**src/rtl/fp_pkg.sv**
```systemverilog
// Shared IEEE-754 single-precision field constants and flag decode.
package fp_pkg;

    localparam int FP_W    = 32;
    localparam int EXP_W   = 8;
    localparam int MAN_W   = 23;
    localparam int MAN_MSB = MAN_W - 1;
    localparam int EXP_LSB = MAN_W;
    localparam int EXP_MSB = MAN_W + EXP_W - 1;

    typedef struct packed {
        logic nan;
        logic inf;
        logic zero;
    } fp_flags_t;

    function automatic fp_flags_t fp_classify(input logic [FP_W-1:0] v);
        fp_flags_t f;
        logic      e_max;
        logic      e_min;
        logic      m_nz;
        e_max  = &v[EXP_MSB:EXP_LSB];
        e_min  = ~|v[EXP_MSB:EXP_LSB];
        m_nz   = |v[MAN_MSB:0];
        f.nan  = e_max & m_nz;
        f.inf  = e_max & ~m_nz;
        f.zero = e_min & ~m_nz;
        return f;
    endfunction

endpackage

```
**src/rtl/FloatingPointAdder.sv**
```systemverilog
// Combinational single-precision adder, round-to-nearest-even.
module FloatingPointAdder (
    input  logic [31:0] a,
    input  logic [31:0] b,
    output logic [31:0] sum
);

    logic [31:0] x, y;
    logic [7:0]  ex, ey, d;
    logic [26:0] mx, my;
    logic [27:0] acc;
    logic [24:0] rnd;
    logic [9:0]  e;
    logic        a_nan, b_nan, a_inf, b_inf;

    assign a_nan = (&a[30:23]) && (|a[22:0]);
    assign b_nan = (&b[30:23]) && (|b[22:0]);
    assign a_inf = (&a[30:23]) && !(|a[22:0]);
    assign b_inf = (&b[30:23]) && !(|b[22:0]);

    always_comb begin
        x  = (a[30:0] >= b[30:0]) ? a : b;
        y  = (a[30:0] >= b[30:0]) ? b : a;
        ex = (x[30:23] == 8'd0) ? 8'd1 : x[30:23];
        ey = (y[30:23] == 8'd0) ? 8'd1 : y[30:23];
        mx = {|x[30:23], x[22:0], 3'b000};
        my = {|y[30:23], y[22:0], 3'b000};
        d  = ex - ey;
        // bit 0 acts as sticky while aligning the smaller operand
        for (int i = 0; i < 27; i++)
            if (i < int'(d))
                my = {1'b0, my[26:2], my[1] | my[0]};
        acc = (x[31] == y[31]) ? {1'b0, mx} + {1'b0, my}
                               : {1'b0, mx} - {1'b0, my};
        e = {2'b00, ex};
        if (acc[27]) begin
            acc = {1'b0, acc[27:2], acc[1] | acc[0]};
            e   = e + 10'd1;
        end
        for (int i = 0; i < 26; i++)
            if (!acc[26] && e > 10'd1) begin
                acc = {acc[26:0], 1'b0};
                e   = e - 10'd1;
            end
        rnd = {1'b0, acc[26:3]}
            + {24'd0, acc[2] & (acc[1] | acc[0] | acc[3])};
        if (rnd[24]) begin
            rnd = {1'b0, rnd[24:1]};
            e   = e + 10'd1;
        end
        if (a_nan || b_nan || (a_inf && b_inf && a[31] != b[31]))
            sum = 32'h7FC0_0000;
        else if (a_inf)
            sum = a;
        else if (b_inf)
            sum = b;
        else if (acc == 28'd0)
            sum = {x[31] & y[31], 31'd0};
        else if (e >= 10'd255)
            sum = {x[31], 8'hFF, 23'd0};
        else
            sum = {x[31], rnd[23] ? e[7:0] : 8'h00, rnd[22:0]};
    end

endmodule

```
**src/rtl/fp_result_fifo.sv**
```systemverilog
// Synchronous result FIFO; head shows zero while empty.
module fp_result_fifo #(
    parameter int DEPTH = 4,
    parameter int WIDTH = 39
) (
    input  logic                     clk,
    input  logic                     rst_n,
    input  logic                     push_i,
    input  logic [WIDTH-1:0]         wdata_i,
    input  logic                     pop_i,
    output logic [WIDTH-1:0]         rdata_o,
    output logic [$clog2(DEPTH):0]   count_o
);

    localparam int PW = $clog2(DEPTH);

    logic [WIDTH-1:0] mem_q [DEPTH];
    logic [PW-1:0]    wptr_q, rptr_q;
    logic [PW:0]      count_q;

    always_ff @(posedge clk) begin
        if (push_i)
            mem_q[wptr_q] <= wdata_i;
    end

    always_ff @(posedge clk or negedge rst_n) begin
        if (!rst_n) begin
            wptr_q  <= '0;
            rptr_q  <= '0;
            count_q <= '0;
        end else begin
            if (push_i)
                wptr_q <= wptr_q + PW'(1);
            if (pop_i)
                rptr_q <= rptr_q + PW'(1);
            if (push_i && !pop_i)
                count_q <= count_q + (PW+1)'(1);
            else if (pop_i && !push_i)
                count_q <= count_q - (PW+1)'(1);
        end
    end

    assign rdata_o = (count_q != '0) ? mem_q[rptr_q] : '0;
    assign count_o = count_q;

endmodule

```
**src/rtl/fp_add_sequencer.sv**
```systemverilog
// Credit-protected issue/collect wrapper around FloatingPointAdder.
// FP_ADD_SEQ_FLAGS_EN stores {nan,inf,zero} of each sum in the FIFO.
module fp_add_sequencer
    import fp_pkg::*;
#(
    parameter int FIFO_DEPTH = 4,
    parameter int TAG_W      = 4
) (
    input  logic             clk,
    input  logic             rst_n,
    input  logic             in_valid,
    output logic             in_ready,
    input  logic [FP_W-1:0]  in_a,
    input  logic [FP_W-1:0]  in_b,
    input  logic [TAG_W-1:0] in_tag,
    output logic             out_valid,
    input  logic             out_ready,
    output logic [FP_W-1:0]  out_sum,
    output logic [TAG_W-1:0] out_tag,
    output logic [2:0]       out_flags
);

    localparam int CNT_W = $clog2(FIFO_DEPTH) + 1;
`ifdef FP_ADD_SEQ_FLAGS_EN
    localparam int ENT_W = FP_W + TAG_W + 3;
`else
    localparam int ENT_W = FP_W + TAG_W;
`endif

    logic [FP_W-1:0]  a_q, b_q, sum_q, sum_d;
    logic [TAG_W-1:0] tag1_q, tag2_q;
    logic             v1_q, v2_q;
    logic             accept, pop;
    logic [CNT_W-1:0] count;
    logic [CNT_W:0]   credit;
    logic [ENT_W-1:0] wdata, rdata;

    FloatingPointAdder u_add (
        .a   (a_q),
        .b   (b_q),
        .sum (sum_d)
    );

    // in-flight ops hold a FIFO slot so the FIFO can never overflow
    assign credit   = {1'b0, count} + (CNT_W+1)'(v1_q) + (CNT_W+1)'(v2_q);
    assign in_ready = credit < (CNT_W+1)'(FIFO_DEPTH);
    assign accept   = in_valid && in_ready;
    assign out_valid = (count != '0);
    assign pop      = out_valid && out_ready;

    always_ff @(posedge clk or negedge rst_n) begin
        if (!rst_n) begin
            a_q    <= '0;
            b_q    <= '0;
            tag1_q <= '0;
            v1_q   <= 1'b0;
            sum_q  <= '0;
            tag2_q <= '0;
            v2_q   <= 1'b0;
        end else begin
            if (accept) begin
                a_q    <= in_a;
                b_q    <= in_b;
                tag1_q <= in_tag;
            end
            v1_q   <= accept;
            sum_q  <= sum_d;
            tag2_q <= tag1_q;
            v2_q   <= v1_q;
        end
    end

`ifdef FP_ADD_SEQ_FLAGS_EN
    assign wdata = {sum_q, tag2_q, fp_classify(sum_q)};
    assign {out_sum, out_tag, out_flags} = rdata;
`else
    assign wdata = {sum_q, tag2_q};
    assign {out_sum, out_tag} = rdata;
    assign out_flags = 3'b000;
`endif

    fp_result_fifo #(
        .DEPTH (FIFO_DEPTH),
        .WIDTH (ENT_W)
    ) u_fifo (
        .clk     (clk),
        .rst_n   (rst_n),
        .push_i  (v2_q),
        .wdata_i (wdata),
        .pop_i   (pop),
        .rdata_o (rdata),
        .count_o (count)
    );

endmodule

```
**config.mk**
```make
export PLATFORM = sky130hd
export DESIGN_NAME = fp_add_sequencer
export DESIGN_NICKNAME = d
export VERILOG_FILES = /design/src/rtl/fp_pkg.sv /design/src/rtl/FloatingPointAdder.sv /design/src/rtl/fp_result_fifo.sv /design/src/rtl/fp_add_sequencer.sv
export SDC_FILE = /design/constraint.sdc
export NUM_CORES = 1
export LEC_CHECK = 0
export ABC_AREA = 0
export CAP_MARGIN = 20
export CORE_AREA = 4 4 536 326
export DETAILED_ROUTE_END_ITERATION = 7
export DIE_AREA = 0 0 540 330
export MAX_ROUTING_LAYER = met4
export PLACE_DENSITY_LB_ADDON = 0.25
export RECOVER_POWER = 25
export SETUP_SLACK_MARGIN = 0.2
export SLEW_MARGIN = 20
export SYNTH_ARGS = -nofsm -noshare
export SYNTH_HDL_FRONTEND = slang
export SYNTH_SLANG_ARGS = --single-unit
```
**constraint.sdc**
```tcl
create_clock -name clk -period 99.5 [get_ports clk]
set_clock_uncertainty 0.1 [all_clocks]
set_input_delay 19.9 -clock clk [delete_from_list [all_inputs] [get_ports clk]]
set_output_delay 19.9 -clock clk [all_outputs]
set_load 0.05 [all_outputs]
```
-- After elaboration in Yosys (flattened, before gate mapping)
Memory sizes are Yosys's and may differ from the RTL's.
Cells that the tools add are included.
- equal/unequal tests: 2
- reductions and logical operators: 79
- shift operators: 0
- $mul: 0
- add/sub/neg operators: 38
- multiplexer cells: 99
- bitwise gates (word level): 31
- order comparisons: 56
- divide/modulo/power cells: 0
- operators by type and width (operator ; count):
    $mux 27 ; 28
    $mux 28 ; 27
    $mux 10 ; 28
    $gt 10x1->1 const B ; 26
    $sub 10x1->10 const B ; 26
    $mux 32 ; 6
    $lt 5x8->1 const A ; 11
    $lt 4x8->1 const A ; 8
    $reduce_or 23->1 ; 2
    $logic_and 1x1->1 ; 36
    $mux 36 ; 1
    $lt 3x8->1 const A ; 4
    $ge 31x31->1 ; 1
    $mux 31 ; 1
    $logic_not 1->1 ; 30
    $or 1x1->1 ; 29
    $add 27x27->28 ; 1
    $logic_not 28->1 ; 1
    $sub 27x27->28 ; 1
    $add 24x1->25 ; 1
    $mux 24 ; 1
    $mux 8 ; 3
    $logic_not 8->1 ; 2
    $lt 1x8->1 const A ; 2
    21 further kinds ; 29
- register bits after elaboration: 113
- input bits: 72
- bits in read-only memories: 0
- memories kept: 1
- latch bits: 0
- RAM bits: 144
- output and inout bits: 41
- word-level logic and storage cells: 316
- memories (memory ; words ; width ; rd ports ; clocked after memory_dff ; wr ports ; line ; text):
    u_fifo.mem_q ; 4 ; 36 ; 1 ; 0 ; 1 ; fp_result_fifo.sv:17 ; logic [WIDTH-1:0] mem_q [DEPTH];

-- Depth between registers and ports, before layout
- word-level depth: 152
- depth in mapped cells: 350
- gate-level depth less buffers: 255

-- By module
Synthesis repeated with hierarchy kept, for this count alone.
- cells, all modules: 5606
- area, all modules: 43088.8 um2
- modules (own cells, without submodules) (module ; instances ; cells an instance ; area each (um2)):
    FloatingPointAdder ; 1 ; 5154 ; 33703.6
    fp_result_fifo ; 1 ; 260 ; 5820.6
    fp_add_sequencer ; 1 ; 192 ; 3564.7

-- Worst setup path before layout
OpenSTA, ideal clock, no wires.
- path kind: register -> register
- start: register a_q[26]
- end: register sum_q[0]
- required time: 99.279 ns
- path slack: 25.184 ns
- cell stages (with the launch flop): 340
- buffers on the path: 97
- period minus slack after synthesis: 74.316 ns
- arrival: 74.095 ns
- cells stage by stage: dfrtp_1 ha_1 a211oi_1 nand2_1 a2111o_1 and2_1 buf_2 nor3_2 clkbuf_1 buf_2 buf_1 mux2i_1 nand2_1 or4_1 nand2_1 clkinv_1 ha_1 fa_1 (+304 left out) o21ai_1 clkbuf_1 clkbuf_1 clkbuf_1 nand2_1 o21ai_0 ha_1 o21ai_0 or4_1 or4b_1 buf_2 nor3b_2 mux2_2 a2111o_1 buf_4 nand4b_4 buf_2 nor2_1
- cells in the longest elaborated chain, start to end: 150
- elaborated cells on any way between the ends: 274
- RTL lines (element ; line ; text):
    start, declared ; fp_add_sequencer.sv:30 ; logic [FP_W-1:0] a_q, b_q, sum_q, sum_d;
    start signal, assigned ; fp_add_sequencer.sv:62 ; a_q <= in_a;
    $ge 31x31->1 ; FloatingPointAdder.sv:22, FloatingPointAdder.sv:23 ;
    $mux 32 (on tied branches) ; FloatingPointAdder.sv:22, FloatingPointAdder.sv:23 ;
    $logic_not 8->1 (on tied branches) ; FloatingPointAdder.sv:24, FloatingPointAdder.sv:25 ;
    $mux 8 (on tied branches) ; FloatingPointAdder.sv:24, FloatingPointAdder.sv:25 ;
    $sub 8x8->8 ; FloatingPointAdder.sv:28 ; d = ex - ey;
    $lt 1x8->1 ; FloatingPointAdder.sv:31 ; if (i < int'(d))
    $mux 27 (2 in series) ; FloatingPointAdder.sv:31 ;
    $or 1x1->1 ; FloatingPointAdder.sv:32 ; my = {1'b0, my[26:2], my[1] | my[0]};
    (+134 left out) ; - ;
    $mux 10 ; FloatingPointAdder.sv:47 ; if (rnd[24]) begin
    $ge 10x8->1 ; FloatingPointAdder.sv:59 ; else if (e >= 10'd255)
    $mux 31 ; FloatingPointAdder.sv:59 ;
    $mux 32 ; FloatingPointAdder.sv:57 ; else if (acc == 28'd0)
    $mux 32 ; FloatingPointAdder.sv:55 ; else if (b_inf)
    $mux 32 ; FloatingPointAdder.sv:53 ; else if (a_inf)
    $mux 32 (*) ; FloatingPointAdder.sv:51 ; if (a_nan || b_nan || (a_inf && b_inf && a[31] != b[31]))
    net sum_d[0] ; fp_add_sequencer.sv:30 ;
    end signal, assigned ; fp_add_sequencer.sv:67 ; sum_q <= sum_d;
    end, declared ; fp_add_sequencer.sv:30 ;
The timed path passes the listed nets; every way through them passes the cells marked *.
A chain may end at the register's enable or synchronous reset.

-- Final worst setup path
- start: register b_q[14]
- end: register sum_q[9]
- cells in the longest elaborated chain, start to end: 150
- elaborated cells on any way between the ends: 275
- RTL lines (element ; line ; text):
    start, declared ; fp_add_sequencer.sv:30 ;
    start signal, assigned ; fp_add_sequencer.sv:63 ; b_q <= in_b;
    $ge 31x31->1 ; FloatingPointAdder.sv:22, FloatingPointAdder.sv:23 ;
    $mux 32 (on tied branches) ; FloatingPointAdder.sv:22, FloatingPointAdder.sv:23 ;
    $logic_not 8->1 (on tied branches) ; FloatingPointAdder.sv:24, FloatingPointAdder.sv:25 ;
    $mux 8 (on tied branches) ; FloatingPointAdder.sv:24, FloatingPointAdder.sv:25 ;
    $sub 8x8->8 ; FloatingPointAdder.sv:28 ;
    $lt 1x8->1 ; FloatingPointAdder.sv:31 ;
    $mux 27 (2 in series) ; FloatingPointAdder.sv:31 ;
    $or 1x1->1 ; FloatingPointAdder.sv:32 ;
    (+134 left out) ; - ;
    $mux 10 ; FloatingPointAdder.sv:47 ;
    $ge 10x8->1 ; FloatingPointAdder.sv:59 ;
    $mux 31 ; FloatingPointAdder.sv:59 ;
    $mux 32 ; FloatingPointAdder.sv:57 ;
    $mux 32 ; FloatingPointAdder.sv:55 ;
    $mux 32 ; FloatingPointAdder.sv:53 ;
    $mux 32 (*) ; FloatingPointAdder.sv:51 ;
    net sum_d[9] ; fp_add_sequencer.sv:30 ;
Marks and branches as above.

==> results.cfg <==
[setup_path]
critPathKind = reg -> reg
crit_path_top_delay_cell = a21oi_4
critPathMaxStageDelay_ns = 0.88
cp-start-kind = flop
crit_path_end_kind = flop
crit_fanout = 61
arrival_ns = 75.64
path_common_cell = ha_1
worstPathRequired_ns = 99.81

[grt]
grt_max_degree = 62
grt_pass1_vias = 41100
grt_overflow = 0
grt_usage_pct = 19.3
grt_pass1_wl_um = 265000
grt_antenna_before_repair = 2

[logic_synthesis]
synth_area_per_cell_sq_um = 7.45
ys_async_sr_fraction_pct = 44.0
netlist-cell-type-count = 161
yosys_most_used_dff = edfxtp_1
synth_edf_count = 144
synth-compound-area-share_pct = 31.8
synth_area_sq_um = 42200
synth_top_family_by_area = compound AO/OA/AOI/OAI gates
ys_warn_count = 0
syn_inst = 5664
synthMuxAreaShare_pct = 12.2
ys_seq_elements = 257
synthSimpleGateAreaFrac_pct = 25.2
synth_fa_ha_area_share_pct = 4.58
ys_seq_area_share_pct = 16.9
synth_xor_area_share_pct = 4.40

[floorplanning]
start_util_pct = 24.9
die-height_um = 330
rows = 117
dieArea_sq_um = 178000
die_x_um = 540
core_area_sq_um = 169000
pin_count = 113

[place]
io_buffers = 109
gp_congestion = 1.01
dp_hpwl_um = 142000
dp_slack_ns = 25.79
dp_cells = 7823

[timing]
worst_pin_slew_ns = 1.33
final_max_slew_viol_count = 0
finalCriticalPeriod_ns = 75.33
worst_slack_ns = 24.17
rsz0062_at_grt = false
hold_viol_final = 0
setup_tns_ns = 0
fmax_ghz = 0.0133
post-route-period-util_pct = 75.7
maxSlewHeadroom_pct = 10.3
setup_viol = 0

[final_layout]
seq_area_sq_um = 7150
drive_gt1_share_pct = 10.1
nFillCells = 18400
area_delta_synth_final_pct = 10.5
fin_cells = 7874
layout.nets = 5816
multi_input_area_sq_um = 33200

[routing]
num_vias = 46100
wl_per_cell_um = 22.4
vias_per_cell = 5.86
ant_nets = 0
dr.pass1.iters = 6
drc = 0
wirelength_um = 177000
drt-initial-drc-count = 6075

[clock_network]
insertion_delay_ns = 0.58
cts_resized = 0
cts_buffers = 26
max-clock-path-buffers = 3
clk_pin_slew_ns = 0.07
holdBufCountCts = 0
cts.sinks = 257
h-tree-depth = 1
postCtsSetupBuffers = 0
cts_tree = yes
cts_root_buf = clkbuf_16

[status]
status = finished, final reports clean

[job]
cap_violations = 0

[min_path]
hold_path.class = reg -> reg
final timing paths:
path | startpoint | end | slack, ns | cells past startpoint
max in group asynchronous | rst_n | u_fifo.rptr_q[0] | 78.70 | 2
min | tag1_q[0] | tag2_q[0] | 0.28 | 0
max reg2reg | b_q[14] | sum_q[9] | 24.17 | 248
min reg2reg | tag1_q[0] | tag2_q[0] | 0.28 | 0
min in group asynchronous | rst_n | a_q[17] | 19.21 | 1
max | b_q[14] | sum_q[9] | 24.17 | 248
critical path, delay by kind of cell (launching register included):
kind            cells  cell delay [ns]
compound gates     84            24.28
simple gates       79            24.06
fa+ha+maj          32            10.88
buf+inv            30             7.13
xor+xnor           18             6.14
mux                 5             1.88
flops               1             0.43
cells in the mapped netlist, drive strengths merged (26+ instances only):
library cell | n | area, sq um
a2111oi | 37 | 462
a211o | 36 | 315
a211oi | 113 | 956
a21o | 50 | 375
a21oi | 496 | 2580
a31oi | 89 | 597
and2 | 104 | 651
and3 | 50 | 313
buf | 105 | 546
clkbuf | 210 | 791
dfrtp | 113 | 2830
edfxtp | 144 | 4320
ha | 149 | 1860
inv | 180 | 676
mux2 | 119 | 1350
mux2i | 294 | 2980
mux4 | 36 | 811
nand2 | 618 | 2330
nand2b | 34 | 220
nand3 | 154 | 791
nand4 | 65 | 428
nor2 | 643 | 2450
nor3 | 192 | 1090
nor4 | 65 | 485
o2111ai | 45 | 424
o211ai | 59 | 477
o21a | 36 | 272
o21ai | 492 | 2500
o21bai | 30 | 240
o221ai | 26 | 228
o22ai | 47 | 294
o31ai | 54 | 467
or2 | 45 | 282
or3 | 59 | 379
or4 | 29 | 236
xnor2 | 148 | 1380
xor2 | 45 | 409
sequential cells by signal, indices dropped and copies added (netlist names):
signal / count
sum_q: 32
a_q: 32
v2_q: 1
v1_q: 1
tag2_q: 4
u_fifo.mem_q: 144
b_q: 32
u_fifo.rptr_q: 2
u_fifo.wptr_q: 2
u_fifo.count_o: 3
tag1_q: 4
kinds of logic after synthesis:
family / Yosys count
AND/OR/NAND/NOR: 2169
AO/OA/AOI/OAI: 1938
buffers and inverters: 501
multiplexers: 449
flip-flops: 257
XOR/XNOR: 196
adder cells (fa/ha/maj): 153
other: 1
placed cells by master, fill, tap and decap left out, types with 21 or more instances in the layout:
| cell type | instances |
|---|---|
| a2111oi_0 | 21 |
| a211o_1 | 36 |
| a211oi_1 | 96 |
| a21o_1 | 50 |
| a21oi_1 | 472 |
| a31oi_1 | 82 |
| and2_1 | 96 |
| and3_1 | 50 |
| buf_4 | 102 |
| clkbuf_16 | 26 |
| clkdlybuf4s50_1 | 108 |
| dfrtp_1 | 111 |
| edfxtp_1 | 144 |
| ha_1 | 149 |
| inv_1 | 174 |
| mux2_2 | 109 |
| mux2i_1 | 290 |
| mux4_2 | 36 |
| nand2_1 | 612 |
| nand2b_1 | 33 |
| nand3_1 | 149 |
| nand4_1 | 63 |
| nor2_1 | 632 |
| nor3_1 | 172 |
| nor4_1 | 56 |
| o2111ai_1 | 42 |
| o211ai_1 | 54 |
| o21a_1 | 35 |
| o21ai_0 | 427 |
| o21ai_1 | 53 |
| o21bai_1 | 28 |
| o221ai_1 | 26 |
| o22ai_1 | 47 |
| o31ai_1 | 45 |
| or2_2 | 31 |
| or3_1 | 57 |
| or4_1 | 24 |
| xnor2_1 | 140 |
| xor2_1 | 43 |
final cells by class:
class                      count  area share (%)
antenna                        1         0.00537
multi-input combinational   4908            71.2
sequential                   257            15.3
tap                         2261            6.07
inverter                     186            1.50
clock buffer                  32            1.51
timing repair buffer         213            4.04
clock inverter                16           0.293
routing by layer:
metal,part of all wire (%),GRT usage [%],vias up
met5,0,-,-
met4,1.0,1.73,0
met3,12,6.11,114
met2,34,22.3,2303
met1,52,31.5,22300
li1,-,-,21400
stage by stage:
stage	utilization (%)	cell area (sq um)	hold slack, ns
after global routing	27.6	46600	0.296
after global placement	27.0	45700	0.258
final	27.6	46600	0.280
after floorplan	-	42200	0.250
after detailed placement	27.0	45700	0.266
after CTS	27.5	46600	0.284
Power is not shown: default switching activity piles up to over one toggle a cycle in this logic, so the estimate is an artifact.
